`src/rtl/uart_tx_buf.sv`:
```
// UART transmitter with a synchronous byte FIFO in front of an 8N1/8N2
// serialiser paced by an external one-tick-per-bit enable.
module uart_tx_buf #(
    parameter int DEPTH_LOG2 = 4,
    parameter int STOP_BITS  = 1
) (
    input  logic                  clk,
    input  logic                  rst,
    input  logic                  ena,
    input  logic                  tx_fifo_wen,
    input  logic [7:0]            tx_fifo_wdata,
    output logic                  tx_fifo_full,
    output logic                  tx_fifo_empty,
    output logic [DEPTH_LOG2:0]   tx_fifo_usedw,
    output logic                  tx_overflow,
    input  logic                  clr_ovf,
    output logic                  txd,
    output logic                  busy
);

    localparam int DEPTH = 1 << DEPTH_LOG2;
    localparam int UW    = DEPTH_LOG2 + 1;
    localparam logic [UW-1:0] DEPTH_W   = UW'(DEPTH);
    localparam logic [3:0]    LAST_STOP = 4'(STOP_BITS - 1);

    typedef enum logic [1:0] {
        IDLE,
        START,
        DATA,
        STOP
    } state_t;

    logic [7:0]            mem_q [DEPTH];
    logic [DEPTH_LOG2-1:0] wr_ptr_q, wr_ptr_d;
    logic [DEPTH_LOG2-1:0] rd_ptr_q, rd_ptr_d;
    logic [UW-1:0]         usedw_q, usedw_d;
    logic                  full_q, full_d;
    logic                  empty_q, empty_d;
    logic                  ovf_q, ovf_d;
    state_t                state_q, state_d;
    logic [7:0]            shreg_q, shreg_d;
    logic [3:0]            cnt_q, cnt_d;
    logic                  txd_q, txd_d;
    logic                  wr_acc;
    logic                  pop;
    logic [7:0]            rd_data;

    always_comb begin
        rd_data = mem_q[rd_ptr_q];
        wr_acc  = tx_fifo_wen && !full_q;
        pop     = 1'b0;
        state_d = state_q;
        cnt_d   = cnt_q;
        shreg_d = shreg_q;
        txd_d   = txd_q;
        if (ena) begin
            unique case (state_q)
                IDLE: begin
                    if (!empty_q) begin
                        pop     = 1'b1;
                        shreg_d = rd_data;
                        txd_d   = 1'b0;
                        state_d = START;
                    end else begin
                        txd_d = 1'b1;
                    end
                end
                START: begin
                    txd_d   = shreg_q[0];
                    cnt_d   = 4'd1;
                    state_d = DATA;
                end
                DATA: begin
                    if (cnt_q < 4'd8) begin
                        txd_d = shreg_q[cnt_q[2:0]];
                        cnt_d = cnt_q + 4'd1;
                    end else begin
                        txd_d   = 1'b1;
                        cnt_d   = 4'd0;
                        state_d = STOP;
                    end
                end
                STOP: begin
                    if (cnt_q != LAST_STOP) begin
                        cnt_d = cnt_q + 4'd1;
                    end else if (!empty_q) begin
                        // chain straight into the next start bit
                        pop     = 1'b1;
                        shreg_d = rd_data;
                        txd_d   = 1'b0;
                        cnt_d   = 4'd0;
                        state_d = START;
                    end else begin
                        cnt_d   = 4'd0;
                        state_d = IDLE;
                    end
                end
                default: state_d = IDLE;
            endcase
        end
    end

    always_comb begin
        wr_ptr_d = wr_ptr_q + DEPTH_LOG2'(wr_acc);
        rd_ptr_d = rd_ptr_q + DEPTH_LOG2'(pop);
        usedw_d  = usedw_q;
        unique case ({wr_acc, pop})
            2'b10:   usedw_d = usedw_q + UW'(1);
            2'b01:   usedw_d = usedw_q - UW'(1);
            default: usedw_d = usedw_q;
        endcase
        full_d  = (usedw_d == DEPTH_W);
        empty_d = (usedw_d == '0);
        ovf_d   = ovf_q;
        // a refused write takes priority over a clear in the same cycle
        if (tx_fifo_wen && full_q) begin
            ovf_d = 1'b1;
        end else if (clr_ovf) begin
            ovf_d = 1'b0;
        end
    end

    always_ff @(posedge clk) begin
        if (wr_acc) begin
            mem_q[wr_ptr_q] <= tx_fifo_wdata;
        end
    end

    always_ff @(posedge clk) begin
        if (rst) begin
            wr_ptr_q <= '0;
            rd_ptr_q <= '0;
            usedw_q  <= '0;
            full_q   <= 1'b0;
            empty_q  <= 1'b1;
            ovf_q    <= 1'b0;
            state_q  <= IDLE;
            shreg_q  <= '0;
            cnt_q    <= '0;
            txd_q    <= 1'b1;
        end else begin
            wr_ptr_q <= wr_ptr_d;
            rd_ptr_q <= rd_ptr_d;
            usedw_q  <= usedw_d;
            full_q   <= full_d;
            empty_q  <= empty_d;
            ovf_q    <= ovf_d;
            state_q  <= state_d;
            shreg_q  <= shreg_d;
            cnt_q    <= cnt_d;
            txd_q    <= txd_d;
        end
    end

    assign tx_fifo_full  = full_q;
    assign tx_fifo_empty = empty_q;
    assign tx_fifo_usedw = usedw_q;
    assign tx_overflow   = ovf_q;
    assign txd           = txd_q;
    assign busy          = (state_q != IDLE);

endmodule

```
`config.mk`:
```
export PLATFORM = sky130hd
export DESIGN_NAME = uart_tx_buf
export DESIGN_NICKNAME = d
export VERILOG_FILES = /design/src/rtl/uart_tx_buf.sv
export SDC_FILE = /design/constraint.sdc
export NUM_CORES = 1
export LEC_CHECK = 0
export BUFFER_PORTS_ARGS = -buffer_cell sky130_fd_sc_hd__buf_4
export CAP_MARGIN = 0
export CORE_UTILIZATION = 60
export CTS_CLUSTER_SIZE = 28
export DETAILED_ROUTE_END_ITERATION = 12
export PLACE_DENSITY = 0.88
export SKIP_LAST_GASP = 1
export SLEW_MARGIN = 20
export SYNTH_ARGS = -nofsm -noshare
export SYNTH_HDL_FRONTEND = slang
export SYNTH_SLANG_ARGS = --single-unit
```
`constraint.sdc`:
```
create_clock -name clk -period 4.36 [get_ports clk]
set_input_delay 0.654 -clock clk [delete_from_list [all_inputs] [get_ports clk]]
set_output_delay 0.654 -clock clk [all_outputs]
set_load 0.03 [all_outputs]
```
### Word-level counts from Yosys, hierarchy flattened

Memory sizes are Yosys's and may differ from the RTL's. A register that Yosys moved wholly into a read port is not among the register bits.
Index checks and enable logic that the tools add are counted.

| word-level totals | value |
|---|---|
| bits in read-only memories | 0 |
| bits in writable memories | 128 |
| output and inout bits | 10 |
| bits in latches | 0 |
| bits of input ports | 13 |
| logic and storage cells | 70 |
| flip-flop bits (word level) | 31 |
| memories | 1 |

Memories:

| name | depth | width | read ports | clocked after Yosys merged registers in | write ports | RTL line | RTL |
|---|---|---|---|---|---|---|---|
| mem_q | 16 | 8 | 1 | 1 | 1 | 33 | `logic [7:0] mem_q [DEPTH];` |

| operators by class | value |
|---|---|
| reduce and logical (&&, ||, !) cells | 14 |
| shift operators | 0 |
| equality and inequality tests | 10 |
| multiply operators | 0 |
| bitwise logic cells | 0 |
| $add $sub $neg | 5 |
| divide/modulo/power cells | 0 |
| $lt $le $gt $ge | 2 |
| mux-type cells | 28 |

Operator list:

| cell | count |
|---|---|
| 2-to-1 mux 8 bit | 2 |
| one-hot mux 8 bit (2 select lines) | 1 |
| 2-to-1 mux 1 bit | 13 |
| 2-to-1 mux 4 bit | 3 |
| one-hot mux 4 bit (3 select lines) | 1 |
| one-hot mux 5 bit (2 select lines) | 1 |
| adder 4 x 1 -> 4 bit | 2 |
| inequality test 2 bit, second input constant | 4 |
| one-hot mux 2 bit (4 select lines) | 1 |
| equality test 2 bit, second input constant | 3 |
| 2-to-1 mux 2 bit | 3 |
| AND reduction 3 bit | 2 |
| nonzero test 2 bit | 3 |
| adder 5 x 1 -> 5 bit, second input constant | 1 |
| equality test 5 bit, second input constant | 1 |
| logical NOT 5 bit | 1 |
| subtractor 5 x 1 -> 5 bit, second input constant | 1 |
| adder 4 x 1 -> 4 bit, second input constant | 1 |
| equality test 2 x 1 -> 1 bit, second input constant | 2 |
| less-than comparator 3 x 4 -> 1 bit, second input constant | 1 |
| less-than comparator 4 bit, second input constant | 1 |
| one-hot mux 1 bit (4 select lines) | 1 |
| AND reduction 4 bit | 1 |
| nonzero test 4 bit | 1 |
| 7 further kinds | 8 |

### Depth between registers and ports, before layout

Gate-level depths: netlist of run 1.

| logic depth | value |
|---|---|
| word-level depth | 7 |
| depth in mapped cells | 13 |
| mapped depth without buffers | 12 |

### Worst setup path before layout of run 1

OpenSTA, ideal clock, no wires.

| timing | value |
|---|---|
| path kind | register to register |
| start point | reg state_q[0] |
| end point | reg full_q (netlist: tx_fifo_full) |
| data arrival time | 2,961 ps |
| cell stages (with the launch flop) | 14 |
| setup slack | 1,308 ps |
| setup time | 91 ps |
| buffers on the path | 1 |
| period minus slack after synthesis | 3,052 ps |
| required time | 4,269 ps |
| path through | dfxtp_1 inv_1 ha_1 nor3b_1 a21boi_0 ha_1 clkbuf_1 xor2_1 ha_1 a21oi_1 mux2i_1 xor2_1 and2_1 nor4bb_1 |

| between the ends | value |
|---|---|
| cells in the longest elaborated chain, start to end | 6 |
| elaborated cells between the ends (all ways) | 8 |
| classes of those cells | 4 x eq/ne; 3 x mux; 1 x reduce/logical |

Ends and longest elaborated chain:

| item | RTL line | RTL |
|---|---|---|
| start, declared | 40 | `state_t state_q, state_d;` |
| start signal, assigned | 148 | `state_q <= state_d;` |
| equality test 2 bit or logical NOT 2 bit (tied branches) | 57 | `unique case (state_q)` |
| one-hot mux 1 bit (2 select lines) * | 57 |  |
| 2-to-1 mux 1 bit * | 56 | `if (ena) begin` |
| equality test 2 x 1 -> 1 bit or equality test 2 bit (tied branches) | 107 | `unique case ({wr_acc, pop})` |
| one-hot mux 5 bit (2 select lines) * | 107 |  |
| equality test 5 bit * | 112 | `full_d = (usedw_d == DEPTH_W);` |
| end signal, assigned | 145 | `full_q <= full_d;` |
| end, declared | 37 | `logic full_q, full_d;` |

Every way passes the cells marked *; elsewhere a longest branch is shown, timed or not.
A chain may end at the register's enable or synchronous reset.

### Final worst setup path of run 1

Ends and elaborated chain as after synthesis.

==> results of run 1 <==
layout make-up:
class / instances / area, µm²
clock buffer: 17 / 414
clock inverter: 15 / 160
fill: 634 / 3030
inverter: 11 / 41.3
multi-input combinational: 206 / 1920
sequential: 159 / 4470
tap: 136 / 170
timing repair buffer: 28 / 210
metrics by stage:
step / total power, mW / hold slack (ps)
floorplan: 2.26 / 441
global placement: 2.40 / 450
detailed placement: 2.44 / 457
CTS: 3.87 / 370
global route: 4.00 / 365
finish: 3.85 / 386
where the power goes:
part	total (mW)	switching [mW]	leakage [nW]	internal, mW
registers	1.81	0.0996	1.41	1.71
clock network	1.44	0.612	0.280	0.824
logic	0.605	0.318	0.807	0.287
placed cells by master (no fill, tap or decap), types with 7 or more instances in the layout:
master     netlist  final
edfxtp_1       128    128
nor2_1          32     32
mux4_2          32     32
dfxtp_1         31     30
buf_4            0     28
nand2_1         18     18
a22oi_1         17     17
clkbuf_16        0     16
ha_1            15     15
inv_1           11     11
o21ai_0         11     11
nor2b_1         10     10
a22o_1           8      8
xor2_1           7      7
sequential cells by signal, summed over array words and instances (netlist names):
| signal | flops |
|---|---|
| mem_q | 128 |
| shreg_q | 8 |
| tx_fifo_usedw | 5 |
| cnt_q | 4 |
| rd_ptr_q | 4 |
| wr_ptr_q | 4 |
| state_q | 2 |
| tx_fifo_empty | 1 |
| tx_fifo_full | 1 |
| tx_overflow | 1 |
| txd | 1 |
final timing paths:
kind / end / slack, ps / cells past startpoint
max: tx_fifo_full$_SDFF_PP0_ / 910 / 12
min: tx_overflow$_SDFFE_PP0P_ / 390 / 3
max reg2reg: tx_fifo_full$_SDFF_PP0_ / 910 / 12
min reg2reg: txd$_SDFFE_PP1P_ / 470 / 1
critical path, delay by kind of cell (launching register included):
family                     cells  cell delay (ps)
AOI/OAI and AO/OA              3              900
DFF                            1              380
and+or+nand+nor                3              670
xor gates and xnor gates       2              320
buffers and inverters          1              120
adders and majority gates      3              960
logic make-up after synthesis:
group / count (synthesis) / share of synthesized area
mux: 38 / 0.125
simple gates: 86 / 0.0649
buf+inv: 28 / 0.0168
fa+ha+maj: 15 / 0.0289
flops: 159 / 0.687
compound gates: 58 / 0.0644
xor+xnor: 9 / 0.0121
routing by layer:
metal	part of all wire	vias to the layer above	GRT usage	routed length (µm)
met5	0	-	0	0
met4	0.037	0	0.142	475
met3	0.070	33	0.0668	902
met2	0.50	150	0.403	6480
met1	0.39	1846	0.320	5110
li1	-	1611	-	-
==> results.ini, run 1 <==
[timing]
worst_slew_pin_slew_ps = 931
final.setup_skew_ps = 8.27
fmax_mhz = 290
drv_slew = 0
layout_min_cycle_time_ps = 3450
slew_headroom = 0.378
hold_viol_final = 0
period_share = 0.791
timing.final.ws_setup_ps = 911
grt_setup_unrepaired = no
fin_setup_tns_ps = 0
setup_viol = 0

[clock_network]
clk_pin_slew_ps = 60
cts.root.buffer_cell = clkbuf_8
cts_buffer_depth = 2
cts_tree = done
cts-resized-gates = 0
clock_latency_ps = 540
hold_buffers = 0
clock_sinks = 159
numCtsBuffers = 17
post_cts_buffers = 0
htree_levels = 4

[die]
die_y_um = 106
core-area_um2 = 10400
rows = 37
die_area_um2 = 11200
ioPinCount = 23
start_util = 0.623
fp.dieW_um = 106

[run]
cap_violations = 0

[place]
post-place-ws_ps = 1010
placed_cell_area_um2 = 6810
hpwl_mm = 8.05
gp_congestion = 0.856
io_buffer_count = 22
place_inst = 540

[setup_path]
crit_type = reg -> reg
slowest_delay_ps = 400
endpoint_kind = flop
worst_path_most_repeated_cell = ha_1
path_cells = inv_1 > ha_1 > nor3b_1 > a21boi_0 > ha_1 > xor2_1 > ha_1 > nor2_1 > o31a_1 > o211ai_1 > xor2_1 > nor4bb_1
rr_startpoint = state_q[0]$_SDFFE_PP0P_
crit_required_ps = 4800
critPathSlowestCell = ha_1
worstSetupStartpointType = flop
crit_arrival_ps = 3890
worstPathMaxFanout = 9
cp-startpoint = state_q[0]$_SDFFE_PP0P_

[finish]
fin_area_um2 = 7380
drive_above_1_share = 0.220
area_growth_pct = 13.7
fin_util = 0.709
final_nets = 451
antenna_cells = 0
final_cells = 572

[synthesis]
netlist.area_leader.share = 0.592
ys_async_sr_fraction = 0
synth-edff-count = 128
ys.flop_type = edfxtp_1
ys_ff_latch = 159
synthTopCellsByCount = edfxtp_1, mux4_2, nor2_1
synth_nets = 421
yosysMostFrequentCell = edfxtp_1
seq_area_frac_synth = 0.687
synth_top_area_cell = edfxtp_1
synth_warnings = 0
synth_area_um2 = 6490
synth.area.top_cells = edfxtp_1, mux4_2, dfxtp_1, ha_1, a22oi_1
synth.distinct_cells = 46
syn-instance-count = 393
avgSynthCellArea_um2 = 16.5

[routing]
via_count = 3640
drt-initial-drc-count = 338
drt_first_pass_iters = 5
drc = 0
finalWirelength_mm = 13.0
route.detailed.wl_per_inst_um = 22.7
ant_nets = 0
viasPerCell = 6.36

[global_routing]
grt_pass1_vias = 3634
grt_max_degree = 26
grt.overflow.total = 0
grt.total_usage = 0.254
antenna_found_initial = 0
grt_pass1_wl_mm = 19.9

[worst_hold_path]
worstHoldPathType = in -> reg
min_from = clr_ovf

[outcome]
status = completed

[power_and_ir_drop]
p_per_area_nw_per_um2 = 521
p_leak_nw = 2.50
vdd_drop_max_v = 0.000403

Power figures use the tool's default switching activity.
==> inputs of run 2 (changes only) <==
==> constraint.sdc (replaced) <==
create_clock -name clk -period 3.4 [get_ports clk]
set_input_delay 0.51 -clock clk [delete_from_list [all_inputs] [get_ports clk]]
set_output_delay 0.51 -clock clk [all_outputs]
set_load 0.03 [all_outputs]
==> run 2 against run 1 <==
Compared with the run above: non-clock buffer count is 1 higher; global-route usage is 0.46 points lower; utilization is 0.64 points higher; sequential power is 26% higher; sequential cell count stayed put; wire length is 3.5% lower; critical path depth stayed put; clock skew is 1.9 ps higher; clock-buffer cell count is 2 higher; first-iteration DRC count is 3.0% higher; sequential share of layout area is 0.54 points lower.
==> results.ini, run 2 (synthesis gave the netlist of run 1 again) <==
[die]
start_util = 0.623  ; unchanged
ioPinCount = 23  ; unchanged
core-area_um2 = 10400  ; unchanged
fp.dieW_um = 106  ; unchanged
die_area_um2 = 11200  ; unchanged
die_y_um = 106  ; unchanged
rows = 37  ; unchanged

[place]
placed_cell_area_um2 = 6820  ; +0.11%
io_buffer_count = 22  ; unchanged
hpwl_mm = 7.68  ; -4.6%
gp_congestion = 0.869  ; +1.6%
post-place-ws_ps = 116  ; -894 ps

[clock_network]
clock_sinks = 159  ; unchanged
clock_latency_ps = 540  ; about the same
cts_tree = done
numCtsBuffers = 17  ; unchanged
clk_pin_slew_ps = 60  ; about the same
htree_levels = 4  ; unchanged
cts.root.buffer_cell = clkbuf_8
post_cts_buffers = 0  ; unchanged
cts-resized-gates = 0  ; unchanged
hold_buffers = 0  ; unchanged
cts_buffer_depth = 2  ; unchanged

[routing]
drc = 0  ; unchanged
finalWirelength_mm = 12.5  ; -3.5%
highest_layer = met4
drt-initial-drc-count = 348  ; +3.0%
drt_first_pass_iters = 5  ; unchanged
route.met2.wl_mm = 6.37  ; -1.7%
ant_nets = 0  ; unchanged
viasPerCell = 6.24  ; -2.0%
via_count = 3575  ; -1.8%
wl_met1_mm = 5.07  ; -0.80%
route.detailed.wl_per_inst_um = 21.8  ; -3.7%
routed-wl-met3_um = 808  ; -10%

[finish]
fin_area_um2 = 7450  ; +0.90%
mostFrequentLayoutCells = edfxtp_1, nor2_1, mux4_2
multi_input_area_um2 = 1930  ; +0.39%
final_nets = 452  ; +0.22%
antenna_cells = 0  ; unchanged
drive_above_1_share = 0.229  ; +0.00865
fill_cells = 643  ; +1.4%
fin_util = 0.715  ; +0.00637
seq_area_um2 = 4470  ; unchanged
area_growth_pct = 14.7
largest_register_ffs = 128  ; unchanged
layout_commonest_cell = edfxtp_1
regMostFlops = mem_q

[timing]
fin_setup_tns_ps = 0  ; unchanged
slew_headroom = 0.445  ; +0.0669
period_share = 0.905  ; +0.114
timing.final.ws_setup_ps = 323  ; -588 ps
grt_setup_unrepaired = no
final.setup_skew_ps = 10.2  ; +1.94 ps
setup_viol = 0  ; unchanged
hold_viol_final = 0  ; unchanged
layout_min_cycle_time_ps = 3080  ; -372 ps
worst_slew_pin_slew_ps = 829  ; -102 ps
fmax_mhz = 325  ; +12%
drv_slew = 0  ; unchanged

[setup_path]
crit_type = reg -> reg
cp_top_family = adder cells
crit_arrival_ps = 3510  ; -380 ps
rr_endpoint = tx_fifo_full$_SDFF_PP0_
crit_buf_inv = 1  ; unchanged
slowest_delay_ps = 400  ; about the same
rr_startpoint = state_q[1]$_SDFFE_PP0P_
worstPathMaxFanout = 9  ; unchanged
worst-r2r-setup-slack_ps = 320  ; -590 ps
critPathSlowestCell = dfxtp_1
timing.reg2reg.worst_path_depth = 12  ; unchanged
path_cells = inv_1 > ha_1 > nor3b_2 > a21boi_1 > ha_2 > xor2_1 > ha_1 > a21oi_1 > mux2i_1 > xor2_1 > and2_1 > nor4bb_1
crit_required_ps = 3840  ; -960 ps
worstSetupStartpointType = flop
endpoint_kind = flop

[run]
cap_violations = 0  ; unchanged

[global_routing]
grt_pass1_wl_mm = 19.8  ; -0.48%
grt_pass1_vias = 3734  ; +2.8%
grt_max_degree = 35  ; +35%
grt.total_usage = 0.249  ; -0.00457
antenna_found_initial = 0  ; unchanged
grt.overflow.total = 0  ; unchanged

[worst_hold_path]
hold_depth = 3  ; unchanged
hold_path_end = tx_overflow$_SDFFE_PP0P_
worstHoldPathType = in -> reg
min_from = clr_ovf

[power_and_ir_drop]
power_mw = 5.08  ; +32%
p_leak_nw = 2.52  ; +1.1%
vdd_drop_max_v = 0.000516  ; +28%
p_per_area_nw_per_um2 = 682  ; +31%

[outcome]
status = completed

[run 2: cell count changes in the layout (fill, tap and decap cells not counted), sizes merged]
cell	delta
clkinv	-2
inv	-3
buf	+1
bufinv	+2
clkbuf	+2
clkinvlp	+1
[run 2: layout make-up]
class,count,area share
sequential,159,0.600
multi-input combinational,206,0.259
clock buffer,19,0.0593
timing repair buffer,29,0.0292
clock inverter,13,0.0247
tap,136,0.0228
inverter,11,0.00554
[run 2: where the power goes]
part           internal [mW]  total [mW]  switching, mW
registers               2.19        2.28         0.0888
logic                  0.375       0.817          0.442
clock network           1.23        1.98          0.748
total                   3.80        5.08           1.28
[run 2: metal layers]
metal | GRT usage | vias up
li1 | - | 1620
met1 | 0.312 | 1801
met2 | 0.415 | 133
met3 | 0.0681 | 21
met4 | 0.103 | 0
met5 | 0 | -
[run 2: stage by stage]
step / std cells / hold WS [ps]
CTS: 573 / 205
finish: 573 / 235
detailed placement: 541 / 462
floorplan: 393 / 441
global placement: 541 / 447
global route: 573 / 228
[run 2: how the worst max path moves through the flow]
stage                            start                 endpoint  depth (start not counted)
2_1_floorplan  state_q[0]$_SDFFE_PP0P_  tx_fifo_full$_SDFF_PP0_                         13
3_3_place_gp   state_q[0]$_SDFFE_PP0P_  tx_fifo_full$_SDFF_PP0_                         12
3_5_place_dp   state_q[1]$_SDFFE_PP0P_  tx_fifo_full$_SDFF_PP0_                         12
4_1_cts        state_q[1]$_SDFFE_PP0P_  tx_fifo_full$_SDFF_PP0_                         12
5_1_grt        state_q[1]$_SDFFE_PP0P_  tx_fifo_full$_SDFF_PP0_                         12
6_report       state_q[1]$_SDFFE_PP0P_  tx_fifo_full$_SDFF_PP0_                         12
[run 2: worst register-to-register path, delay by kind of cell, from the launching register on]
family / cells / cell delay (ps)
fa+ha+maj: 3 / 840
simple gates: 3 / 700
compound gates: 2 / 430
flops: 1 / 400
xor+xnor: 2 / 280
mux: 1 / 240
buf+inv: 1 / 110
==> inputs of run 3 (changes only) <==
--- a/config.mk
+++ b/config.mk
@@ -6,7 +6,7 @@
 export NUM_CORES = 1
 export LEC_CHECK = 0
 export BUFFER_PORTS_ARGS = -buffer_cell sky130_fd_sc_hd__buf_4
-export CAP_MARGIN = 0
+export CAP_MARGIN = 25
 export CORE_UTILIZATION = 60
 export CTS_CLUSTER_SIZE = 28
 export DETAILED_ROUTE_END_ITERATION = 12
==> constraint.sdc (replaced) <==
create_clock -name clk -period 2.85 [get_ports clk]
set_input_delay 0.4275 -clock clk [delete_from_list [all_inputs] [get_ports clk]]
set_output_delay 0.4275 -clock clk [all_outputs]
set_load 0.1 [all_outputs]
==> run 3 against run 2 <==
Compared with the run above: the run now ends with negative setup slack left; die area unchanged; final area is 2.2% higher; total power up 23%; sequential share of layout area is 1.2 points lower; sequential power up 21%; register-to-register slack worse by 370 ps; cell count rose by 3.0%; combinational power rose by 54%; clock power up 13%; clock skew fell by 2.6 ps; critical path type unchanged.
==> results.ini, run 3 (synthesis gave the netlist of run 1 again) <==
[setup_path]
worstPathMaxFanout = 4  ; -5
worstSetupStartpointType = flop
worst-r2r-setup-slack_ps = -40  ; -370 ps
endpoint_kind = flop
rr_startpoint = state_q[0]$_SDFFE_PP0P_
timing.reg2reg.worst_path_depth = 12  ; unchanged
crit_arrival_ps = 3370  ; -140 ps
crit_type = reg -> reg
crit_required_ps = 3320  ; -520 ps
rr_endpoint = tx_fifo_empty$_SDFF_PP1_

[finish]
largest_register_ffs = 128  ; unchanged
fin_util = 0.731  ; +0.0159
mostFrequentLayoutCells = edfxtp_1, buf_4, mux4_2
layout_commonest_cell = edfxtp_1
fin_area_um2 = 7610  ; +2.2%
final_cells = 590  ; +3.0%
antenna_cells = 0  ; unchanged
drive_above_1_share = 0.275  ; +0.0465
area_growth_pct = 17.2
regMostFlops = mem_q
final_nets = 469  ; +3.8%

[die]
die_area_um2 = 11200  ; unchanged
ioPinCount = 23  ; unchanged
core-area_um2 = 10400  ; unchanged
start_util = 0.623  ; unchanged
rows = 37  ; unchanged
die_y_um = 106  ; unchanged
fp.dieW_um = 106  ; unchanged

[power_and_ir_drop]
p_sw_mw = 1.82  ; +43%
power_frac_seq = 0.441  ; -0.008
p_leak_nw = 2.60  ; +2.9%
swShare = 0.292  ; +0.0398
comb_power_share = 0.202  ; +0.041
vdd_drop_max_v = 0.000821  ; +59%
p_clk_frac = 0.356  ; -0.034
p_int_mw = 4.43  ; +17%
power_mw = 6.26  ; +23%
p_per_area_nw_per_um2 = 822  ; +21%

[place]
io_buffer_count = 22  ; unchanged
hpwl_mm = 7.83  ; +1.8%
place_inst = 552  ; +2.0%
gp_congestion = 0.866  ; -0.43%
post-place-ws_ps = -6.77  ; -123 ps
placed_cell_area_um2 = 6940  ; +1.9%

[routing]
route.met2.wl_mm = 6.62  ; +3.9%
route.detailed.wl_per_inst_um = 21.3  ; -2.2%
highest_layer = met4
routed-wl-met3_um = 658  ; -19%
ant_nets = 0  ; unchanged
viasPerCell = 6.13  ; -1.8%
drt_first_pass_iters = 4  ; -1
finalWirelength_mm = 12.6  ; +0.68%
drc = 0  ; unchanged
drt-initial-drc-count = 265  ; -24%
via_count = 3614  ; +1.1%
wl_met1_mm = 5.02  ; -1.0%

[clock_network]
htree_levels = 4  ; unchanged
cts_tree = done
cts_buffer_depth = 2  ; unchanged
clock_latency_ps = 530  ; about the same
cts.root.buffer_cell = clkbuf_8
numCtsBuffers = 17  ; unchanged
hold_buffers = 0  ; unchanged
clk_pin_slew_ps = 70  ; about the same
clock_sinks = 159  ; unchanged

[worst_hold_path]
hold_depth = 3  ; unchanged
min_from = tx_fifo_wen
hold_path_end = tx_overflow$_SDFFE_PP0P_
worstHoldPathType = in -> reg

[timing]
grt_setup_unrepaired = yes
fmax_mhz = 345  ; +6.3%
final.setup_skew_ps = 7.61  ; -2.60 ps
layout_min_cycle_time_ps = 2890  ; -183 ps
hold_viol_final = 0  ; unchanged
slew_headroom = 0.441  ; -0.00443
worst_slew_pin_slew_ps = 837  ; +7.98 ps
setup_viol = 2  ; +2
period_share = 1.02  ; +0.111
timing.final.ws_setup_ps = -44.5  ; -367 ps
drv_slew = 0  ; unchanged

[global_routing]
grt.overflow.total = 0  ; unchanged
grt_pass1_wl_mm = 19.1  ; -3.7%
grt_pass1_vias = 3725  ; -0.24%
antenna_found_initial = 0  ; unchanged
grt_max_degree = 35  ; unchanged
grt.total_usage = 0.240  ; -0.00961

[outcome]
violations = negative setup slack
status = finished, violations left

[run]
cap_violations = 0  ; unchanged

-- run 3: cell types whose count changed in the layout (fill, tap and decap cells not counted), moves of 3 or more --
| cell | before | now |
|---|---|---|
| buf_4 | 29 | 45 |
| clkinv_2 | 3 | 0 |
| dfxtp_1 | 30 | 27 |
| inv_1 | 11 | 8 |
| inv_6 | 2 | 5 |
-- run 3: metrics by stage --
stage               TNS, ps  hold WS, ps
CTS                       0          136
finish                -62.1          174
global placement          0          451
detailed placement    -6.77          451
floorplan             -70.9          441
global route           -468          158
-- run 3: power groups by stage --
stage | Clock (mW) | Combinational [mW] | Sequential, mW
6_report | 2.23 | 1.26 | 2.76
5_1_grt | 2.36 | 1.35 | 2.78
4_1_cts | 2.26 | 1.20 | 2.75
3_5_place_dp | 0 | 1.19 | 2.80
3_3_place_gp | 0 | 1.15 | 2.79
2_1_floorplan | 0 | 0.729 | 2.96
-- run 3: cell type report --
type | instances | area (µm²)
Clock buffer | 18 | 418
Clock inverter | 14 | 178
Fill cell | 592 | 2800
Inverter | 11 | 52.6
Multi-Input combinational cell | 206 | 1960
Sequential cell | 159 | 4470
Tap cell | 136 | 170
Timing Repair Buffer | 46 | 358
-- run 3: timing repair --
item	CTS	global route
buffers inserted	0	6
pin swaps	0	5
setup endpoints to repair	3	3
resized for setup	1	7
-- run 3: routing by layer --
metal | GRT usage | up-vias
met4 | 0.118 | 0
met5 | 0 | -
met1 | 0.282 | 1829
met2 | 0.402 | 111
met3 | 0.0736 | 19
li1 | - | 1655
-- run 3: worst max path at each step --
stage                                       start                        to  depth (start not counted)
final                     state_q[0]$_SDFFE_PP0P_  tx_fifo_empty$_SDFF_PP1_                         12
after global routing      state_q[0]$_SDFFE_PP0P_   tx_fifo_full$_SDFF_PP0_                         12
after CTS                 state_q[0]$_SDFFE_PP0P_  tx_fifo_empty$_SDFF_PP1_                         12
after detailed placement  state_q[0]$_SDFFE_PP0P_  tx_fifo_empty$_SDFF_PP1_                         12
after global placement    state_q[0]$_SDFFE_PP0P_  tx_fifo_empty$_SDFF_PP1_                         12
after floorplan           state_q[0]$_SDFFE_PP0P_  tx_fifo_empty$_SDFF_PP1_                         13
-- run 3: worst max-delay path, cell delays in order, from the launching register on --
cell,delay [ps]
dfxtp_4,380
inv_6,40
ha_4,240
nor3b_4,230
a21boi_4,280
ha_2,230
xor2_1,150
ha_2,220
nor2_2,40
o31a_1,260
o211ai_1,280
xor2_1,300
a31o_2,200
